--- src/rtl/dispatch_gate_pkg.sv ---
// Shared core configuration for the dispatch gate: packet width, queue
// sizes, bundle bookkeeping types and a small popcount helper.
package dispatch_gate_pkg;

    localparam int CORE_PKT_W    = 160;
    localparam int CORE_IQ_SIZE  = 32;
    localparam int CORE_ROB_SIZE = 128;
    localparam int CORE_LSQ_SIZE = 32;
    localparam int SLOTS         = 4;

    // Entry counts per cycle are 0..4, so three bits are enough.
    typedef logic [2:0] count_t;

    // Control half of the held bundle; the packets live alongside it.
    typedef struct packed {
        logic             occupied;
        logic [SLOTS-1:0] valid;
        logic [SLOTS-1:0] ldst;
    } bundleCtl_t;

    function automatic count_t popcount4(input logic [SLOTS-1:0] v);
        return {2'b00, v[0]} + {2'b00, v[1]} + {2'b00, v[2]} + {2'b00, v[3]};
    endfunction

endpackage

--- src/rtl/dispatch_gate_if.sv ---
// Upstream bundle handshake between the rename/dispatch pipeline register
// and the dispatch gate. The gate answers with a hold request.
interface dispatch_gate_if
    import dispatch_gate_pkg::*;
#(
    parameter int PKT_W = CORE_PKT_W
) ();

    logic             renameReady;
    logic [PKT_W-1:0] renamedPacket0;
    logic [PKT_W-1:0] renamedPacket1;
    logic [PKT_W-1:0] renamedPacket2;
    logic [PKT_W-1:0] renamedPacket3;
    logic [3:0]       instValid;
    logic [3:0]       isLdSt;
    logic             stall;

    modport master (
        output renameReady, renamedPacket0, renamedPacket1, renamedPacket2,
               renamedPacket3, instValid, isLdSt,
        input  stall
    );

    modport slave (
        input  renameReady, renamedPacket0, renamedPacket1, renamedPacket2,
               renamedPacket3, instValid, isLdSt,
        output stall
    );

endinterface

--- src/rtl/dispatch_credit_counter.sv ---
// Free-entry credit for one backend queue. Entries consumed by a dispatch
// leave the pool at the same edge that freed entries return to it, so a
// freed entry is only spendable from the following cycle. Returning more
// than the queue can hold clamps at SIZE and latches a sticky error.
module dispatch_credit_counter
    import dispatch_gate_pkg::*;
#(
    parameter  int SIZE = 32,
    localparam int CW   = $clog2(SIZE) + 1
) (
    input  logic          clk,
    input  logic          reset,
    input  count_t        use_i,
    input  count_t        freed_i,
    output logic [CW-1:0] credit_o,
    output logic          overflow_o
);

    localparam int SW = CW + 1;

    logic [CW-1:0] credit_q, credit_d;
    logic          overflow_q, overflow_d;
    logic [SW-1:0] sum;

    // Next credit: subtract this cycle's dispatch, add this cycle's frees, clamp.
    always_comb begin
        sum        = {1'b0, credit_q} - SW'(use_i) + SW'(freed_i);
        credit_d   = sum[CW-1:0];
        overflow_d = overflow_q;
        if (sum > SW'(SIZE)) begin
            credit_d   = CW'(SIZE);
            overflow_d = 1'b1;
        end
    end

    // Credit and sticky overflow registers; reset refills the queue.
    always_ff @(posedge clk or negedge reset) begin
        if (!reset) begin
            credit_q   <= CW'(SIZE);
            overflow_q <= 1'b0;
        end else begin
            credit_q   <= credit_d;
            overflow_q <= overflow_d;
        end
    end

    assign credit_o   = credit_q;
    assign overflow_o = overflow_q;

endmodule

--- src/rtl/dispatch_gate.sv ---
// Dispatch gate: holds one renamed bundle and releases it to the backend
// only when every slot fits in the issue queue, ROB and LSQ at once.
module dispatch_gate
    import dispatch_gate_pkg::*;
#(
    parameter int PKT_W    = CORE_PKT_W,
    parameter int IQ_SIZE  = CORE_IQ_SIZE,
    parameter int ROB_SIZE = CORE_ROB_SIZE,
    parameter int LSQ_SIZE = CORE_LSQ_SIZE
) (
    input  logic             clk,
    input  logic             reset,
    input  logic             flush_i,
    input  logic             backendStall_i,
    dispatch_gate_if.slave   bundle,
    input  count_t           iqFreed_i,
    input  count_t           robFreed_i,
    input  count_t           lsqFreed_i,
    output logic             stall_o,
    output logic [PKT_W-1:0] dispatchedPacket0_o,
    output logic [PKT_W-1:0] dispatchedPacket1_o,
    output logic [PKT_W-1:0] dispatchedPacket2_o,
    output logic [PKT_W-1:0] dispatchedPacket3_o,
    output logic [3:0]       dispatchValid_o,
    output logic             creditError_o
);

    localparam int IQ_CW  = $clog2(IQ_SIZE) + 1;
    localparam int ROB_CW = $clog2(ROB_SIZE) + 1;
    localparam int LSQ_CW = $clog2(LSQ_SIZE) + 1;

    bundleCtl_t                   hCtl_q, hCtl_d;
    logic [SLOTS-1:0][PKT_W-1:0]  hPkt_q, hPkt_d;
    logic [SLOTS-1:0][PKT_W-1:0]  dispPkt_q, dispPkt_d;
    logic [3:0]                   dispValid_q, dispValid_d;

    count_t              needIq, needLsq;
    count_t              useIq, useRob, useLsq;
    logic [IQ_CW-1:0]    iqCredit;
    logic [ROB_CW-1:0]   robCredit;
    logic [LSQ_CW-1:0]   lsqCredit;
    logic                iqOverflow, robOverflow, lsqOverflow;
    logic                fire, loadEn;

    // Decide whether the held bundle leaves this cycle; the whole bundle goes or nothing does.
    always_comb begin
        needIq  = popcount4(hCtl_q.valid);
        needLsq = popcount4(hCtl_q.valid & hCtl_q.ldst);
        fire    = hCtl_q.occupied && !backendStall_i && !flush_i
                  && (iqCredit  >= IQ_CW'(needIq))
                  && (robCredit >= ROB_CW'(needIq))
                  && (lsqCredit >= LSQ_CW'(needLsq));
        stall_o = hCtl_q.occupied && !fire && !flush_i;
        loadEn  = bundle.renameReady && !stall_o && !flush_i;
        useIq   = fire ? needIq  : 3'd0;
        useRob  = fire ? needIq  : 3'd0;
        useLsq  = fire ? needLsq : 3'd0;
    end

    // Next contents of the holding register: flush empties it, a new bundle replaces it, a dispatch frees it.
    always_comb begin
        hCtl_d = hCtl_q;
        hPkt_d = hPkt_q;
        if (flush_i) begin
            hCtl_d.occupied = 1'b0;
        end else if (loadEn) begin
            hCtl_d.occupied = |bundle.instValid;
            hCtl_d.valid    = bundle.instValid;
            hCtl_d.ldst     = bundle.isLdSt;
            hPkt_d[0]       = bundle.renamedPacket0;
            hPkt_d[1]       = bundle.renamedPacket1;
            hPkt_d[2]       = bundle.renamedPacket2;
            hPkt_d[3]       = bundle.renamedPacket3;
        end else if (fire) begin
            hCtl_d.occupied = 1'b0;
        end
    end

    // Dispatched bundle: valid only for the cycle after a fire, packets keep their last value.
    always_comb begin
        dispValid_d = fire ? hCtl_q.valid : 4'b0000;
        dispPkt_d   = fire ? hPkt_q : dispPkt_q;
    end

    // Holding register state.
    always_ff @(posedge clk or negedge reset) begin
        if (!reset) begin
            hCtl_q <= '0;
            hPkt_q <= '0;
        end else begin
            hCtl_q <= hCtl_d;
            hPkt_q <= hPkt_d;
        end
    end

    // Registered dispatch outputs.
    always_ff @(posedge clk or negedge reset) begin
        if (!reset) begin
            dispValid_q <= 4'b0000;
            dispPkt_q   <= '0;
        end else begin
            dispValid_q <= dispValid_d;
            dispPkt_q   <= dispPkt_d;
        end
    end

    dispatch_credit_counter #(.SIZE(IQ_SIZE)) u_iqCredit (
        .clk        (clk),
        .reset      (reset),
        .use_i      (useIq),
        .freed_i    (iqFreed_i),
        .credit_o   (iqCredit),
        .overflow_o (iqOverflow)
    );

    dispatch_credit_counter #(.SIZE(ROB_SIZE)) u_robCredit (
        .clk        (clk),
        .reset      (reset),
        .use_i      (useRob),
        .freed_i    (robFreed_i),
        .credit_o   (robCredit),
        .overflow_o (robOverflow)
    );

    dispatch_credit_counter #(.SIZE(LSQ_SIZE)) u_lsqCredit (
        .clk        (clk),
        .reset      (reset),
        .use_i      (useLsq),
        .freed_i    (lsqFreed_i),
        .credit_o   (lsqCredit),
        .overflow_o (lsqOverflow)
    );

    assign bundle.stall        = stall_o;
    assign dispatchValid_o     = dispValid_q;
    assign dispatchedPacket0_o = dispPkt_q[0];
    assign dispatchedPacket1_o = dispPkt_q[1];
    assign dispatchedPacket2_o = dispPkt_q[2];
    assign dispatchedPacket3_o = dispPkt_q[3];
    assign creditError_o       = iqOverflow | robOverflow | lsqOverflow;

endmodule
--- src/flat_wrapper.sv ---
// flat-port wrapper written by rule: the top's interface ports become plain ports
module dispatch_gate_flat import dispatch_gate_pkg::*;
#(
    parameter int PKT_W    = CORE_PKT_W,
    parameter int IQ_SIZE  = CORE_IQ_SIZE,
    parameter int ROB_SIZE = CORE_ROB_SIZE,
    parameter int LSQ_SIZE = CORE_LSQ_SIZE
)
  (clk, reset, flush_i, backendStall_i, iqFreed_i, robFreed_i, lsqFreed_i, stall_o, dispatchedPacket0_o, dispatchedPacket1_o, dispatchedPacket2_o, dispatchedPacket3_o, dispatchValid_o, creditError_o, bundle_renameReady, bundle_renamedPacket0, bundle_renamedPacket1, bundle_renamedPacket2, bundle_renamedPacket3, bundle_instValid, bundle_isLdSt, bundle_stall);
  dispatch_gate_if #(.PKT_W(PKT_W)) bundle_i ();
  input  logic clk;
  input  logic reset;
  input  logic flush_i;
  input  logic backendStall_i;
  input  count_t iqFreed_i;
  input  count_t robFreed_i;
  input  count_t lsqFreed_i;
  output logic stall_o;
  output logic [PKT_W-1:0] dispatchedPacket0_o;
  output logic [PKT_W-1:0] dispatchedPacket1_o;
  output logic [PKT_W-1:0] dispatchedPacket2_o;
  output logic [PKT_W-1:0] dispatchedPacket3_o;
  output logic [3:0] dispatchValid_o;
  output logic creditError_o;
  input wire logic [$bits(bundle_i.renameReady)-1:0] bundle_renameReady;
  input wire logic [$bits(bundle_i.renamedPacket0)-1:0] bundle_renamedPacket0;
  input wire logic [$bits(bundle_i.renamedPacket1)-1:0] bundle_renamedPacket1;
  input wire logic [$bits(bundle_i.renamedPacket2)-1:0] bundle_renamedPacket2;
  input wire logic [$bits(bundle_i.renamedPacket3)-1:0] bundle_renamedPacket3;
  input wire logic [$bits(bundle_i.instValid)-1:0] bundle_instValid;
  input wire logic [$bits(bundle_i.isLdSt)-1:0] bundle_isLdSt;
  output wire logic [$bits(bundle_i.stall)-1:0] bundle_stall;
  assign bundle_i.renameReady = bundle_renameReady;
  assign bundle_i.renamedPacket0 = bundle_renamedPacket0;
  assign bundle_i.renamedPacket1 = bundle_renamedPacket1;
  assign bundle_i.renamedPacket2 = bundle_renamedPacket2;
  assign bundle_i.renamedPacket3 = bundle_renamedPacket3;
  assign bundle_i.instValid = bundle_instValid;
  assign bundle_i.isLdSt = bundle_isLdSt;
  assign bundle_stall = bundle_i.stall;
  dispatch_gate #(.PKT_W(PKT_W), .IQ_SIZE(IQ_SIZE), .ROB_SIZE(ROB_SIZE), .LSQ_SIZE(LSQ_SIZE)) u_core (.clk(clk), .reset(reset), .flush_i(flush_i), .backendStall_i(backendStall_i), .bundle(bundle_i), .iqFreed_i(iqFreed_i), .robFreed_i(robFreed_i), .lsqFreed_i(lsqFreed_i), .stall_o(stall_o), .dispatchedPacket0_o(dispatchedPacket0_o), .dispatchedPacket1_o(dispatchedPacket1_o), .dispatchedPacket2_o(dispatchedPacket2_o), .dispatchedPacket3_o(dispatchedPacket3_o), .dispatchValid_o(dispatchValid_o), .creditError_o(creditError_o));
endmodule
--- config.mk ---
export PLATFORM = sky130hd
export DESIGN_NAME = dispatch_gate_flat
export DESIGN_NICKNAME = d
export VERILOG_FILES = /design/src/rtl/dispatch_gate_pkg.sv /design/src/rtl/dispatch_gate_if.sv /design/src/rtl/dispatch_credit_counter.sv /design/src/rtl/dispatch_gate.sv /design/src/flat_wrapper.sv
export SDC_FILE = /design/constraint.sdc
export NUM_CORES = 2
export LEC_CHECK = 0
export ABC_AREA = 1
export ABC_CLOCK_PERIOD_IN_PS = 4850
export BUFFER_PORTS_ARGS = -buffer_cell sky130_fd_sc_hd__buf_2
export CORE_AREA = 3 3 505 507
export CTS_BUF_LIST = sky130_fd_sc_hd__clkbuf_2 sky130_fd_sc_hd__clkbuf_4 sky130_fd_sc_hd__clkbuf_8
export CTS_CLUSTER_SIZE = 30
export DETAILED_ROUTE_END_ITERATION = 12
export DIE_AREA = 0 0 508 510
export PLACE_DENSITY = 0.49
export SLEW_MARGIN = 20
export SYNTH_ARGS = -nofsm -noshare
export SYNTH_HDL_FRONTEND = slang
export SYNTH_HIERARCHICAL = 1
export SYNTH_SLANG_ARGS = --single-unit
--- constraint.sdc ---
create_clock -name clk -period 4.85 [get_ports clk]
set_input_delay 0.97 -clock clk [delete_from_list [all_inputs] [get_ports clk]]
set_output_delay 0.97 -clock clk [all_outputs]
set_load 0.01 [all_outputs]
==> key figures <==
Outcome
  • Outcome: finished, final reports clean

STA
  • Hold slack: approximately 0.23 ns
  • Final setup TNS: 0 ns
  • Rel. slew slack: 0.163
  • Max Slew Vio Count: 0
  • Final WS setup: 0.313 ns
  • Fmax: about 0.22 GHz
  • RSZ-0062 raised after global routing: no
  • Worst-margin pin slew: 1.26 ns
  • Final Skew: between 0.09 and 0.1 ns
  • Fin crit share: 0.935
  • Final hold violations: 0
  • Final setup viols: 0
  • Tmin final: roughly 4.5 ns

Setup path
  • R2r startpoint: u_core/hCtl_q[4]
  • Crit-path leading delay family: adder cells
  • CP Cell Sequence: buf_4 > fa_1 > ha_1 > ha_1 > inv_1 > ha_1 > nand2_1 > nand2_1 > nand2_1 > nand2_1 > nand2_1 > o21ai_4 > inv_2 > buf_2
  • Critical Path Source Type: flip-flop
  • Crit path arrival time: between 3 and 4 ns
  • Crit path max fanout: 3
  • Setup CP Type: flip-flop to output pin
  • Most frequent cell on the critical path: nand2_1
  • Worst Setup End Kind: output pin
  • Crit path buffers/inverters: 4
  • Req. time, crit path: 3.88 ns
  • CP peak stage delay: between 0.4 and 0.5 ns
  • Crit path from: u_core/hCtl_q[4]
  • Worst path slowest cell: fa_1

Hold path
  • Worst hold start: bundle_renamedPacket0[130]
  • Hold Crit Class: primary input to flip-flop

CTS
  • Clk Latency, worst-skew pair: between 0.9 and 1 ns
  • Number of H-tree levels: 4
  • Total CTS buffers: 236
  • Deepest clock path buffer count: 3
  • CTS tree: yes
  • Clock sinks: between 1000 and 1500
  • Clock Pin Slew Worst Setup and Hold Paths: about 0.070 ns
  • Root Buffer: clkbuf_8

Floorplanning
  • I/O pin count: between 1000 and 1500
  • Num rows: 184
  • Starting Density: 0.208
  • Die area: 259000 sq um
  • Die X: around 510 um
  • Die Y: 510 um
  • Core Area: approximately 250000 sq um

Placed design
  • Detailed placement HPWL: between 150000 and 200000 um
  • Worst slack, placed: ~0.40 ns
  • Port buffer count: approximately 1300
  • RePlAce Congestion: 0.864
  • Cells after DPL: around 10000

Global route
  • Largest net degree at the start of global routing: roughly 160
  • Global route overflow: 0
  • First-pass GRT wire length: ~320000 um
  • Gr usage total: 0.162
  • Initial antenna violation count: 85
  • Vias in the first global route: ~46000

Route
  • Vias per cell: 4.17
  • Routed wire length: around 220000 um
  • Drt pass-1 iters: 6
  • Post-route ant nets: 0
  • DRC Markers: 0
  • Vias: about 45000
  • Routed length per instance: approximately 20 um
  • Initial DRC count: about 3300

Power
  • Internal: 25.2 mW
  • Comb pwr share: 0.292
  • Pleak: approximately 38 nW
  • Psw: around 15 mW
  • Clock power share: 0.286
  • Power Density: a little under 600 nW/um^2
  • Reg power frac: 0.421
  • Max IR drop VDD: around 330 uV
  • Switching share of total power: 0.372
  • Power, Total: slightly above 40 mW

Yosys
  • Synth Warn #: 6
  • Top cell type's share of synthesized area: 0.629
  • Cell Area, Synth: roughly 52000 sq um
  • Distinct cells, synth: 30
  • Seq cells post-synth: ~1300
  • Most frequent cell after synthesis: nand2_1
  • Sequential-to-total area share from yosys stat: 0.630
  • Asr flop ratio synth: 1.00
  • Synthesized net count: between 6000 and 7000
  • Top post-synthesis cells by area: dfrtp_1 (63%), nand2_1 (24%), nand3_1 (6.4%)
  • Top cells by count, synth: nand2_1 (3305), dfrtp_1 (1313), nand3_1 (670), buf_2 (204), inv_1 (118)
  • Leading area contributor after synthesis: dfrtp_1
  • Mean Syn Cell Area: about 8.8 sq um
  • Ys flop type: dfrtp_1
  • EDFF count, synth: 0
  • Post-Synthesis Cells: between 5000 and 6000

Cells and area
  • # nets final: ~7900
  • Synthesis-to-finish area growth: 29.9%
  • Fill cells: ~27000
  • Fraction of layout cells with a size suffix above 1: 0.255
  • Final Non-Filler Cells: ~11000

Job
  • Max Cap Viol: 0
-- layout make-up --
type	instances	area, sq um	area share
Multi-Input combinational cell	4121	17100	0.251
Clock buffer	354	4480	0.0660
Sequential cell	1316	32900	0.485
Antenna cell	26	65.1	0.000958
Tap cell	3348	4190	0.0617
Clock inverter	62	764	0.0113
Timing Repair Buffer	1429	7950	0.117
Inverter	122	465	0.00685
-- power groups by stage --
stage / registers [mW] / logic (mW) / clock network, mW
after floorplan: 17.8 / 4.64 / 0
after global placement: 17.0 / 11.9 / 0
after detailed placement: 17.1 / 12.0 / 0
after CTS: 17.0 / 12.0 / 12.0
after global routing: 17.4 / 13.2 / 12.4
final: 16.9 / 11.8 / 11.5
-- routing by layer --
metal / part of all wire / track usage / wire length (um)
met5: 0.0012 / 0 / 262
met4: 0.029 / 0.0525 / 6380
met3: 0.092 / 0.0582 / 20000
met2: 0.45 / 0.254 / 98900
met1: 0.42 / 0.209 / 92700
-- state kept, by name (all words and copies together), names as in the netlist --
register and flops:
u_core/hPkt_q 640, u_core/dispatchedPacket3_o 160, u_core/u_lsqCredit/overflow_o 1, u_core/u_robCredit/overflow_o 1, u_core/u_iqCredit/credit_o 6, u_core/dispatchedPacket1_o 160, u_core/dispatchedPacket0_o 160, u_core/dispatchValid_o 4
u_core/hCtl_q 9, u_core/u_robCredit/credit_o 8, u_core/u_lsqCredit/credit_o 6, u_core/dispatchedPacket2_o 160, u_core/u_iqCredit/overflow_o 1
-- logic make-up (layout without fill, tap and decap cells) --
group,after synthesis,count (layout),synth area share
AO/OA/AOI/OAI,13,13,0.00148
other,0,26,0
AND/OR/NAND/NOR,4058,4058,0.310
buffers and inverters,481,1967,0.0442
adder cells (fa/ha/maj),47,47,0.0128
XOR/XNOR,3,3,0.000862
flip-flops,1316,1316,0.630
-- worst register-to-register path: stages, from the launching register on --
cell,delay [ns]
dfrtp_1,0.39
buf_4,0.14
fa_1,0.47
ha_1,0.19
ha_1,0.27
inv_1,0.07
ha_1,0.28
nand2_1,0.05
nand2_1,0.05
nand2_1,0.04
nand2_1,0.05
nand2_1,0.13
nor2_4,0.21
inv_8,0.04
nor2_1,0.20
fa_1,0.44
inv_1,0.12
fa_1,0.39
inv_1,0.09
nand2_1,0.07
nor2_2,0.12
nand3_2,0.09
nor2_2,0.10
nand3_2,0.07
nand2_2,0.10
nand2_4,0.09
nor2_2,0.10
-- timing repair --
action,4_1_cts,5_1_grt
hold buffers,1,0
pin swaps,1,1
hold endpoints to repair,39,0
gates resized for setup,0,2
setup endpoints to repair,2,4
setup buffers,3,1
-- worst paths after layout --
| check | cells past startpoint | slack [ns] | end |
|---|---|---|---|
| hold reg to reg | 2 | 0.40 | u_core/dispatchedPacket3_o[125] |
| setup reg to reg | 26 | 0.36 | u_core/u_robCredit/credit_o[1] |
| hold / removal | 3 | 0.23 | u_core/hPkt_q[130] |
| min in group asynchronous | 2 | 0.44 | u_core/dispatchedPacket0_o[143] |
| setup / recovery | 14 | 0.31 | stall_o |
| max in group asynchronous | 3 | 2.66 | u_core/dispatchedPacket1_o[129] |
-- layout by cell type, fill, tap and decap left out, drive strengths merged, types with 2 or more instances in the layout --
cell type	n
a21oi	9
buf	1428
bufinv	11
clkbuf	354
clkinv	41
clkinvlp	3
dfrtp	1313
dfstp	3
diode	26
fa	11
ha	36
inv	129
nand2	3324
nand3	674
nand3b	8
nand4	7
nor2	41
o21a	2
xor2	3
-- through the flow --
stage,utilization,cell area (sq um)
finish,0.271,67900
global route,0.270,67900
CTS,0.270,67800
detailed placement,0.249,62600
global placement,0.249,62600
floorplan,-,52300
Power figures use the tool's default switching activity.
